<file path="src/rtl/cus43_tile_serializer_if.sv">
`default_nettype none
// ============================================================================
//  Module   : cus43_tile_serializer_if
//  Purpose  : Bus bundle between the tilemap fetch side / layer mixer and one
//             tile pixel serializer (timing, load strobes, fetched data and
//             pixel outputs).
//  Revision : 1.0  initial release
// ============================================================================
interface cus43_tile_serializer_if #(
  parameter int ATTR_W = 8
);
  logic              nHSYNC;
  logic              FLIP;
  logic [2:0]        FINE_X;
  logic              LOAD_ATTR;
  logic [ATTR_W-1:0] ATTR;
  logic              LOAD_GFX;
  logic [23:0]       GD;
  logic              CLR_UNDERRUN;
  logic [ATTR_W+2:0] PIXEL;
  logic              OPAQUE;
  logic              UNDERRUN;

  // Fetch / timing side: drives strobes and data, observes pixel outputs.
  modport master (
    output nHSYNC, FLIP, FINE_X, LOAD_ATTR, ATTR, LOAD_GFX, GD, CLR_UNDERRUN,
    input  PIXEL, OPAQUE, UNDERRUN
  );

  // Serializer side.
  modport slave (
    input  nHSYNC, FLIP, FINE_X, LOAD_ATTR, ATTR, LOAD_GFX, GD, CLR_UNDERRUN,
    output PIXEL, OPAQUE, UNDERRUN
  );
endinterface
`default_nettype wire

</file>
<file path="src/rtl/cus43_tile_serializer.sv">
`default_nettype none
// ============================================================================
//  Module   : cus43_tile_serializer
//  Purpose  : Per-layer tile pixel serializer. Double-buffers the tile
//             attribute and a 3-bitplane gfx ROM row, then shifts out one
//             pixel per CLK_6M with fine scroll and flip, producing a colour
//             index plus opaque flag for the priority mixer.
//  Revision : 1.0  initial release
// ============================================================================
module cus43_tile_serializer #(
  parameter logic [2:0] TRANSPARENT_PEN = 3'd7,
  parameter int         ATTR_W          = 8
) (
  input  wire logic               CLK_6M,
  input  wire logic               rst,
  cus43_tile_serializer_if.slave  bus
);

  localparam logic [7:0] c_PLANE_ONES = 8'hFF;
  localparam logic [2:0] c_LAST_PIX   = 3'd7;

  // Pixel position within the current tile.
  logic [2:0]        hcnt_q, hcnt_d;

  // Buffer stage: written by the fetch strobes, consumed at tile boundaries.
  logic [ATTR_W-1:0] attr_buf_q, attr_buf_d;
  logic [23:0]       gfx_buf_q, gfx_buf_d;
  logic              pending_q, pending_d;

  // Shift stage: the tile currently being displayed.
  logic [ATTR_W-1:0] shift_attr_q, shift_attr_d;
  logic              flip_q, flip_d;
  logic [7:0]        p2_q, p2_d;
  logic [7:0]        p1_q, p1_d;
  logic [7:0]        p0_q, p0_d;

  // Output stage.
  logic [ATTR_W+2:0] pixel_q, pixel_d;
  logic              opaque_q, opaque_d;
  logic              underrun_q, underrun_d;

  logic              w_xfer;
  logic              w_starved;
  logic [2:0]        w_pen;

  // A tile boundary is the last pixel slot of an active (non-blanked) tile.
  assign w_xfer    = bus.nHSYNC && (hcnt_q == c_LAST_PIX);
  assign w_starved = w_xfer && !pending_q;

  // Pen currently at the output end of the shifter; the end depends on flip.
  always_comb begin
    if (flip_q) begin
      w_pen = {p2_q[0], p1_q[0], p0_q[0]};
    end else begin
      w_pen = {p2_q[7], p1_q[7], p0_q[7]};
    end
  end

  // Pixel counter: blanking presets the fine-scroll phase, active video counts.
  always_comb begin
    if (!bus.nHSYNC) begin
      hcnt_d = bus.FINE_X;
    end else begin
      hcnt_d = hcnt_q + 3'd1;
    end
  end

  // Buffer stage next state. The blanking/transfer clear of pending is applied
  // first so that a strobe on the same edge always leaves fresh data pending.
  always_comb begin
    attr_buf_d = attr_buf_q;
    gfx_buf_d  = gfx_buf_q;
    pending_d  = pending_q;

    if (!bus.nHSYNC || w_xfer) begin
      pending_d = 1'b0;
    end
    if (bus.LOAD_ATTR) begin
      attr_buf_d = bus.ATTR;
    end
    if (bus.LOAD_GFX) begin
      gfx_buf_d = bus.GD;
      pending_d = 1'b1;
    end
  end

  // Shift stage next state: flush during blanking, reload at tile boundary,
  // otherwise shift toward the output end with transparent fill.
  always_comb begin
    shift_attr_d = shift_attr_q;
    flip_d       = flip_q;
    p2_d         = p2_q;
    p1_d         = p1_q;
    p0_d         = p0_q;

    if (!bus.nHSYNC) begin
      p2_d = c_PLANE_ONES;
      p1_d = c_PLANE_ONES;
      p0_d = c_PLANE_ONES;
    end else if (w_xfer) begin
      shift_attr_d = attr_buf_q;
      flip_d       = bus.FLIP;
      if (pending_q) begin
        p2_d = gfx_buf_q[23:16];
        p1_d = gfx_buf_q[15:8];
        p0_d = gfx_buf_q[7:0];
      end else begin
        p2_d = c_PLANE_ONES;
        p1_d = c_PLANE_ONES;
        p0_d = c_PLANE_ONES;
      end
    end else if (flip_q) begin
      p2_d = {1'b1, p2_q[7:1]};
      p1_d = {1'b1, p1_q[7:1]};
      p0_d = {1'b1, p0_q[7:1]};
    end else begin
      p2_d = {p2_q[6:0], 1'b1};
      p1_d = {p1_q[6:0], 1'b1};
      p0_d = {p0_q[6:0], 1'b1};
    end
  end

  // Output stage next state; a starved boundary sets UNDERRUN over a clear.
  always_comb begin
    pixel_d    = {shift_attr_q, w_pen};
    opaque_d   = bus.nHSYNC && (w_pen != TRANSPARENT_PEN);
    underrun_d = underrun_q;
    if (bus.CLR_UNDERRUN) begin
      underrun_d = 1'b0;
    end
    if (w_starved) begin
      underrun_d = 1'b1;
    end
  end

  // Counter register.
  always_ff @(posedge CLK_6M) begin
    if (rst) begin
      hcnt_q <= 3'd0;
    end else begin
      hcnt_q <= hcnt_d;
    end
  end

  // Buffer registers; reset discards any load in progress.
  always_ff @(posedge CLK_6M) begin
    if (rst) begin
      attr_buf_q <= '0;
      gfx_buf_q  <= '0;
      pending_q  <= 1'b0;
    end else begin
      attr_buf_q <= attr_buf_d;
      gfx_buf_q  <= gfx_buf_d;
      pending_q  <= pending_d;
    end
  end

  // Shifter registers; reset leaves the shifter transparent.
  always_ff @(posedge CLK_6M) begin
    if (rst) begin
      shift_attr_q <= '0;
      flip_q       <= 1'b0;
      p2_q         <= c_PLANE_ONES;
      p1_q         <= c_PLANE_ONES;
      p0_q         <= c_PLANE_ONES;
    end else begin
      shift_attr_q <= shift_attr_d;
      flip_q       <= flip_d;
      p2_q         <= p2_d;
      p1_q         <= p1_d;
      p0_q         <= p0_d;
    end
  end

  // Output registers.
  always_ff @(posedge CLK_6M) begin
    if (rst) begin
      pixel_q    <= '0;
      opaque_q   <= 1'b0;
      underrun_q <= 1'b0;
    end else begin
      pixel_q    <= pixel_d;
      opaque_q   <= opaque_d;
      underrun_q <= underrun_d;
    end
  end

  assign bus.PIXEL    = pixel_q;
  assign bus.OPAQUE   = opaque_q;
  assign bus.UNDERRUN = underrun_q;

endmodule
`default_nettype wire

</file>
<file path="src/flat_wrapper.sv">
// flat-port wrapper written by rule: the top's interface ports become plain ports
module cus43_tile_serializer_flat 
#(
  parameter logic [2:0] TRANSPARENT_PEN = 3'd7,
  parameter int         ATTR_W          = 8
)
  (CLK_6M, rst, bus_nHSYNC, bus_FLIP, bus_FINE_X, bus_LOAD_ATTR, bus_ATTR, bus_LOAD_GFX, bus_GD, bus_CLR_UNDERRUN, bus_PIXEL, bus_OPAQUE, bus_UNDERRUN);
  cus43_tile_serializer_if #(.ATTR_W(ATTR_W)) bus_i ();
  input  wire logic CLK_6M;
  input  wire logic rst;
  input wire logic [$bits(bus_i.nHSYNC)-1:0] bus_nHSYNC;
  input wire logic [$bits(bus_i.FLIP)-1:0] bus_FLIP;
  input wire logic [$bits(bus_i.FINE_X)-1:0] bus_FINE_X;
  input wire logic [$bits(bus_i.LOAD_ATTR)-1:0] bus_LOAD_ATTR;
  input wire logic [$bits(bus_i.ATTR)-1:0] bus_ATTR;
  input wire logic [$bits(bus_i.LOAD_GFX)-1:0] bus_LOAD_GFX;
  input wire logic [$bits(bus_i.GD)-1:0] bus_GD;
  input wire logic [$bits(bus_i.CLR_UNDERRUN)-1:0] bus_CLR_UNDERRUN;
  output wire logic [$bits(bus_i.PIXEL)-1:0] bus_PIXEL;
  output wire logic [$bits(bus_i.OPAQUE)-1:0] bus_OPAQUE;
  output wire logic [$bits(bus_i.UNDERRUN)-1:0] bus_UNDERRUN;
  assign bus_i.nHSYNC = bus_nHSYNC;
  assign bus_i.FLIP = bus_FLIP;
  assign bus_i.FINE_X = bus_FINE_X;
  assign bus_i.LOAD_ATTR = bus_LOAD_ATTR;
  assign bus_i.ATTR = bus_ATTR;
  assign bus_i.LOAD_GFX = bus_LOAD_GFX;
  assign bus_i.GD = bus_GD;
  assign bus_i.CLR_UNDERRUN = bus_CLR_UNDERRUN;
  assign bus_PIXEL = bus_i.PIXEL;
  assign bus_OPAQUE = bus_i.OPAQUE;
  assign bus_UNDERRUN = bus_i.UNDERRUN;
  cus43_tile_serializer #(.TRANSPARENT_PEN(TRANSPARENT_PEN), .ATTR_W(ATTR_W)) u_core (.CLK_6M(CLK_6M), .rst(rst), .bus(bus_i));
endmodule
</file>
<file path="config.mk">
export PLATFORM = sky130hd
export DESIGN_NAME = cus43_tile_serializer_flat
export DESIGN_NICKNAME = d
export VERILOG_FILES = /design/src/rtl/cus43_tile_serializer_if.sv /design/src/rtl/cus43_tile_serializer.sv /design/src/flat_wrapper.sv
export SDC_FILE = /design/constraint.sdc
export NUM_CORES = 1
export LEC_CHECK = 0
export BUFFER_PORTS_ARGS = -buffer_cell sky130_fd_sc_hd__buf_4
export CELL_PAD_IN_SITES_DETAIL_PLACEMENT = 0
export CELL_PAD_IN_SITES_GLOBAL_PLACEMENT = 1
export CORE_ASPECT_RATIO = 1.1
export CORE_MARGIN = 5
export CORE_UTILIZATION = 45
export CTS_CLUSTER_DIAMETER = 30
export CTS_CLUSTER_SIZE = 25
export DETAILED_ROUTE_END_ITERATION = 10
export MAX_ROUTING_LAYER = met4
export PLACE_DENSITY_LB_ADDON = 0.25
export SLEW_MARGIN = 25
export SYNTH_ARGS = -nofsm -noshare
export SYNTH_HDL_FRONTEND = slang
export SYNTH_SLANG_ARGS = --single-unit
</file>
<file path="constraint.sdc">
create_clock -name CLK_6M -period 4.2 [get_ports CLK_6M]
set_input_delay 0.42 -clock CLK_6M [delete_from_list [all_inputs] [get_ports CLK_6M]]
set_output_delay 0.42 -clock CLK_6M [all_outputs]
set_load 0.05 [all_outputs]
</file>
==> reports/results.ini, run 1 <==
[sta]
hold_viol = 0
fin_setup_tns_ns = 0
fmax_mhz = 601
skew_ns = 0.00915
period_share = 0.396
grt_setup_unrepaired = false
worst_pin_slew_ns = 0.625
timing.final.crit_period_ns = 1.66
worst_hold_slack_ns = 0.310
drv_slew = 0
relSlewSlack = 0.584
setup_viol = 0

[layout]
layout_common_cells = dfxtp_1 (82), nor2_1 (57), mux2i_1 (56), buf_4 (55), nand2_1 (19)
nets = 392
drive_gt1_frac = 0.233
diodes = 0
layout_commonest_cell = dfxtp_1
areaGrowthSynthToFinish_pct = 18.8
nFillCells = 621

[global_route]
antenna_found_initial = 0
grt_pass1_wl_mm = 10.1
globalRouteOverflowTotal = 0
grtUsageTotal = 0.153
grt_max_degree = 60
grt_pass1_vias = 2147

[hold_path]
hp-class = input pin to flip-flop

[yosys]
ys_seq_elements = 82
synth_warnings = 0
syn_area_per_cell_um2 = 10.1
synthesis.nets = 347
ys_seq_area_frac = 0.534
synth_cell_type_count = 28
synthCells = 303
synth.cell_area_um2 = 3080

[clocking]
clock_sinks = 82
cts_setup_buffers = 0
clockRootBuffer = clkbuf_8
clk_pin_slew_ns = 0.08
clk_path_buf_depth = 2
htree_levels = 3
ctsHoldBuffers = 0
clock_latency_ns = 0.34
cts_resized = 0
numCtsBuffers = 9
cts_tree = yes

[critical_path]
slowest_stage = nand2_1
start_kind = flip-flop
cp_num_buf_inv = 0
crit_path_max_incr_delay_ns = 0.46
required_ns = 4.41
crit_type = flip-flop to flip-flop
critPathArrivalTime_ns = 1.87
path_cells = ha_1 > ha_1 > nand2_1 > o22ai_1 > nor2b_1
end_kind = flip-flop
crit_family = simple AND/OR/NAND/NOR gates
cp_max_fo = 16
crit_path_frequent_cell = ha_1

[route]
drc = 0
dr.pass1.iters = 4
vias = 2104
via_per_inst = 4.85
drt-initial-drc-count = 100
routedWlPerCell_um = 13.5
drtAntennaViolNets = 0
wl_mm = 5.86

[power_and_ir_drop]
power_w = 0.00147
power_density_nw_per_um2 = 402
seqPwrFrac = 0.553
comb_power_share = 0.068
p_leak_nw = 1.55
clockPowerShare = 0.379
ir_drop_mv = 0.211
p_sw_frac = 0.224
power.internal_w = 0.00114
p_switching_w = 0.000330

[place]
dp_hpwl_mm = 3.88
port-buffer-count = 54
gp_congestion = 0.733

[die]
ios = 55
die_w_um = 88.8
die_area_um2 = 8590
core_area_um2 = 6630
die_h_um = 96.7
start_util = 0.464
fp-row-count = 31

[run_status]
run_status = finished, final reports clean

[run]
drv_cap = 0

## Yosys cell counts
cell | number | area share
buf_8 | 1 | 0.0049
nor2b_4 | 1 | 0.0045
and2_4 | 1 | 0.0028
nor2b_1 | 9 | 0.018
nand2_1 | 19 | 0.023
mux2i_1 | 56 | 0.18
buf_2 | 12 | 0.020
nand4b_1 | 1 | 0.0028
o21ai_0 | 5 | 0.0081
nand4_1 | 1 | 0.0020
and2_1 | 1 | 0.0020
dfxtp_1 | 82 | 0.53
inv_1 | 3 | 0.0037
nand4b_2 | 1 | 0.0049
a31oi_1 | 1 | 0.0020
a21oi_1 | 17 | 0.028
buf_4 | 3 | 0.0073
and3_1 | 1 | 0.0020
ha_1 | 2 | 0.0081
nor3b_1 | 9 | 0.022
o22ai_1 | 1 | 0.0020
nor3_1 | 3 | 0.0049
clkbuf_1 | 2 | 0.0024
a21oi_2 | 10 | 0.028
nor2_1 | 57 | 0.070
clkbuf_2 | 1 | 0.0016
o21ai_1 | 1 | 0.0016
buf_6 | 2 | 0.0073
## sequential cells by signal, indices dropped and copies added, names as in the netlist
name,cells
u_core.shift_attr_q,8
u_core.bus.UNDERRUN,1
u_core.flip_q,1
u_core.bus.PIXEL,11
u_core.gfx_buf_q,24
u_core.p1_q,8
u_core.bus.OPAQUE,1
u_core.p0_q,8
u_core.p2_q,8
u_core.attr_buf_q,8
u_core.pending_q,1
u_core.hcnt_q,3
## area by class of cell
cell class | count | area [µm²] | area share
inverter | 3 | 11.3 | 0.00308
timing repair buffer | 55 | 413 | 0.113
clock buffer | 11 | 141 | 0.0387
clock inverter | 4 | 52.6 | 0.0144
sequential | 82 | 1640 | 0.449
multi-input combinational | 197 | 1290 | 0.353
tap | 82 | 103 | 0.0281
## power by group through the flow
stage | clock, W | combinational (W) | sequential (W)
floorplan | 0 | 0.0000614 | 0.000832
global route | 0.000614 | 0.000111 | 0.000816
finish | 0.000557 | 0.000100 | 0.000813
CTS | 0.000579 | 0.000102 | 0.000813
detailed placement | 0 | 0.000102 | 0.000832
global placement | 0 | 0.0000998 | 0.000831
## stage by stage
step	instances	util	instance area [µm²]	worst slack [ns]
2_1_floorplan	303	-	3080	2.74
3_3_place_gp	419	0.521	3460	2.43
3_5_place_dp	419	0.521	3460	2.38
4_1_cts	434	0.551	3650	2.51
5_1_grt	434	0.551	3650	2.37
6_report	434	0.551	3650	2.54
## path summary, 6_finish.rpt
check                           slack [ns]  depth (start not counted)              startpoint                      to
worst min register to register        0.45                          2  u_core.shift_attr_q[1]  u_core.shift_attr_q[1]
worst max-delay path                  2.54                          5        u_core.hcnt_q[0]     u_core.bus.UNDERRUN
worst min-delay path                  0.31                          3               bus_GD[4]     u_core.gfx_buf_q[4]
worst max register to register        2.54                          5        u_core.hcnt_q[0]     u_core.bus.UNDERRUN
## cells by family after synthesis
kind of cell,Yosys count,share of synthesized area
and+or+nand+nor,104,0.159
DFF,82,0.534
muxes,56,0.182
AOI/OAI and AO/OA,35,0.0700
buffers and inverters,24,0.0468
adders and majority gates,2,0.00814
## worst register-to-register path: stages (launching register included)
cell,delay [ns]
dfxtp_1,0.32
ha_1,0.20
ha_1,0.24
nand2_1,0.46
o22ai_1,0.16
nor2b_1,0.16
## metal layers
| layer | vias to the layer above | wire (µm) | share of wire | GRT usage |
|---|---|---|---|---|
| met4 | 0 | 91 | 0.016 | 0.0593 |
| met2 | 36 | 2790 | 0.48 | 0.230 |
| met5 | - | 0 | 0 | - |
| met3 | 8 | 269 | 0.046 | 0.0459 |
| met1 | 958 | 2710 | 0.46 | 0.190 |
| li1 | 1102 | - | - | - |
No activity file was read; power rests on OpenSTA's default activity.
==> run 2, diff against run 1 <==
CORE_UTILIZATION = 38   (was 45)
clock period = 1.4 ns   (was 4.2 ns; I/O delays follow)
==> run 2 against run 1 <==
Effect of this change: via count increased by 4.5%; critical path depth increased by 2; sequential power increased to 3.0 times the previous value; first-iteration DRC count decreased by 40%; power increased to 3.2 times the previous value; clock-buffer cell count increased by 1; critical path type unchanged; die area increased by 16%.
==> reports/results.ini, run 2 (same netlist as run 1, synthesis figures left out) <==
[run_status]
run_status = finished, final reports clean  ; unchanged

[sta]
worst_pin_slew_ns = 0.430  ; was 0.625 ns
skew_ns = 0.00972  ; was 0.00915 ns
grt_setup_unrepaired = true  ; was false
period_share = 0.968  ; was 0.396
timing.final.crit_period_ns = 1.36  ; was 1.66 ns
fin_setup_tns_ns = 0  ; unchanged
relSlewSlack = 0.713  ; was 0.584
hold_viol = 0  ; unchanged
drv_slew = 0  ; unchanged
setup_viol = 0  ; unchanged
fmax_mhz = 738  ; was 601 MHz
setup_slack_ns = 0.0447  ; was 2.54 ns

[die]
die_h_um = 104  ; was 96.7 µm
die_area_um2 = 9990  ; was 8590 µm²
start_util = 0.389  ; was 0.464
ios = 55  ; unchanged
fp-row-count = 34  ; was 31
core_area_um2 = 7910  ; was 6630 µm²
die_w_um = 95.8  ; was 88.8 µm

[critical_path]
end_kind = flip-flop  ; unchanged
r2r_cells = 7  ; was 5
path_cells = ha_4 > ha_4 > buf_6 > nand4b_4 > clkbuf_16 > nor2_2 > a21oi_2  ; was ha_1 > ha_1 > nand2_1 > o22ai_1 > nor2b_1
cp_num_buf_inv = 2  ; was 0
cp_max_fo = 5  ; was 16
required_ns = 1.63  ; was 4.41 ns
start_kind = flip-flop  ; unchanged
regToRegStartpoint = u_core.hcnt_q[1]  ; was u_core.hcnt_q[0]
slowest_stage = dfxtp_2  ; was nand2_1
crit_path_max_incr_delay_ns = 0.35  ; was 0.46 ns
reg2reg_slack_ns = 0.04  ; was 2.54 ns
r2r_end = u_core.p0_q[1]  ; was u_core.bus.UNDERRUN
critPathArrivalTime_ns = 1.58  ; was 1.87 ns
crit_type = flip-flop to flip-flop  ; unchanged
crit_family = flip-flops  ; was simple AND/OR/NAND/NOR gates
crit_path_frequent_cell = ha_4  ; was ha_1

[power_and_ir_drop]
ir_drop_mv = 0.585  ; was 0.211 mV
power_density_nw_per_um2 = 1170  ; was 402 nW/µm²
p_leak_nw = 1.68  ; was 1.55 nW

[place]
dp_hpwl_mm = 4.15  ; was 3.88 mm
gp_congestion = 0.722  ; was 0.733
dpl_worst_slack_ns = -0.0388  ; was 2.38 ns
port-buffer-count = 54  ; unchanged

[global_route]
antenna_found_initial = 0  ; unchanged
grt_max_degree = 44  ; was 60
grt_pass1_vias = 2191  ; was 2,147
grt_pass1_wl_mm = 10.5  ; was 10.1 mm
grtUsageTotal = 0.136  ; was 0.153
globalRouteOverflowTotal = 0  ; unchanged

[route]
dr.pass1.iters = 4  ; unchanged
drc = 0  ; unchanged
drt-initial-drc-count = 60  ; was 100
wl_mm = 6.54  ; was 5.86 mm
drtAntennaViolNets = 0  ; unchanged
vias = 2198  ; was 2,104
routedWlPerCell_um = 13.8  ; was 13.5 µm
via_per_inst = 4.64  ; was 4.85

[clocking]
htree_levels = 3  ; unchanged
clk_path_buf_depth = 2  ; unchanged
ctsHoldBuffers = 0  ; unchanged
clockRootBuffer = clkbuf_8  ; unchanged
numCtsBuffers = 9  ; unchanged
clk_pin_slew_ns = 0.08  ; about the same
clock_sinks = 82  ; unchanged
clock_latency_ns = 0.34  ; about the same
cts_tree = yes  ; unchanged

[hold_path]
hp-class = input pin to flip-flop  ; unchanged
min_from = bus_GD[6]  ; was bus_GD[4]
min_to = u_core.gfx_buf_q[6]  ; was u_core.gfx_buf_q[4]
hold_depth = 3  ; unchanged

[run]
drv_cap = 0  ; unchanged

[layout]
diodes = 0  ; unchanged
largest_register = u_core.gfx_buf_q  ; unchanged
layout_commonest_cell = dfxtp_1  ; unchanged
nets = 405  ; was 392
largest_reg_flops = 24  ; unchanged
layout_common_cells = dfxtp_1 (80), buf_4 (58), mux2i_1 (56), nor2_1 (43), nand2_1 (18)  ; was dfxtp_1 (82), nor2_1 (57), mux2i_1 (56), buf_4 (55), nand2_1 (19)
areaGrowthSynthToFinish_pct = 31.9  ; was 18.8%
drive_gt1_frac = 0.344  ; was 0.233

run 2: cell types whose count changed in the layout (fill, tap and decap cells not counted), moves of 3 or more:
cell | previous run | this run
buf_12 | 0 | 3
buf_4 | 55 | 58
buf_6 | 0 | 4
nor2_1 | 57 | 43
nor2_2 | 0 | 9
nor2_4 | 0 | 5
nor3b_1 | 9 | 2
nor3b_2 | 0 | 7
o21ai_0 | 5 | 1
o21ai_1 | 1 | 5
run 2: cell type report:
| class | count | area, µm² |
|---|---|---|
| Clock buffer | 12 | 165 |
| Clock inverter | 4 | 72.6 |
| Fill cell | 779 | 3860 |
| Inverter | 3 | 11.3 |
| Multi-Input combinational cell | 197 | 1430 |
| Sequential cell | 82 | 1640 |
| Tap cell | 108 | 135 |
| Timing Repair Buffer | 68 | 596 |
run 2: worst reg2reg max path: cells and delay by family (launching register included):
family	cells	cell delay [ns]
adders and majority gates	2	0.27
AOI/OAI and AO/OA	1	0.04
buffers and inverters	2	0.33
and+or+nand+nor	2	0.26
DFF	1	0.35
run 2: per-stage QoR:
stage          utilization  cell area, µm²  hold WS [ns]  total power [W]  cells
2_1_floorplan            -            3080         0.254          0.00268    303
3_3_place_gp         0.454            3600         0.370          0.00281    453
3_5_place_dp         0.454            3600         0.378          0.00281    453
4_1_cts              0.486            3850        0.0159          0.00478    469
5_1_grt              0.512            4060        0.0179          0.00495    474
6_report             0.512            4060        0.0278          0.00475    474
run 2: metal layers:
layer / wire length (µm) / track usage / vias up
li1: - / - / 1134
met1: 3010 / 0.179 / 1007
met2: 3170 / 0.204 / 50
met3: 300 / 0.0362 / 7
met4: 53 / 0.0427 / 0
met5: 0 / - / -
run 2: where the power goes:
part | leakage [nW] | internal, W | switching [W]
clock network | 0.119 | 0.00115 | 0.000830
logic | 0.893 | 0.000173 | 0.000152
registers | 0.671 | 0.00240 | 0.0000476
total | 1.68 | 0.00372 | 0.00103
run 2: worst max-delay path by stage:
stage                     start                      to  cells past startpoint
2_1_floorplan  u_core.hcnt_q[0]          u_core.p0_q[7]                      7
3_3_place_gp   u_core.hcnt_q[0]  u_core.shift_attr_q[5]                      6
3_5_place_dp   u_core.hcnt_q[0]  u_core.shift_attr_q[4]                      6
4_1_cts        u_core.hcnt_q[0]     u_core.bus.UNDERRUN                      7
5_1_grt        u_core.hcnt_q[1]          u_core.p1_q[3]                      7
6_report       u_core.hcnt_q[1]          u_core.p0_q[1]                      7
run 2: timing repair:
action,CTS,global route
setup buffers,0,1
pin swaps,0,2
resized for setup,4,38
gates cloned,0,4
setup endpoints to repair,16,33
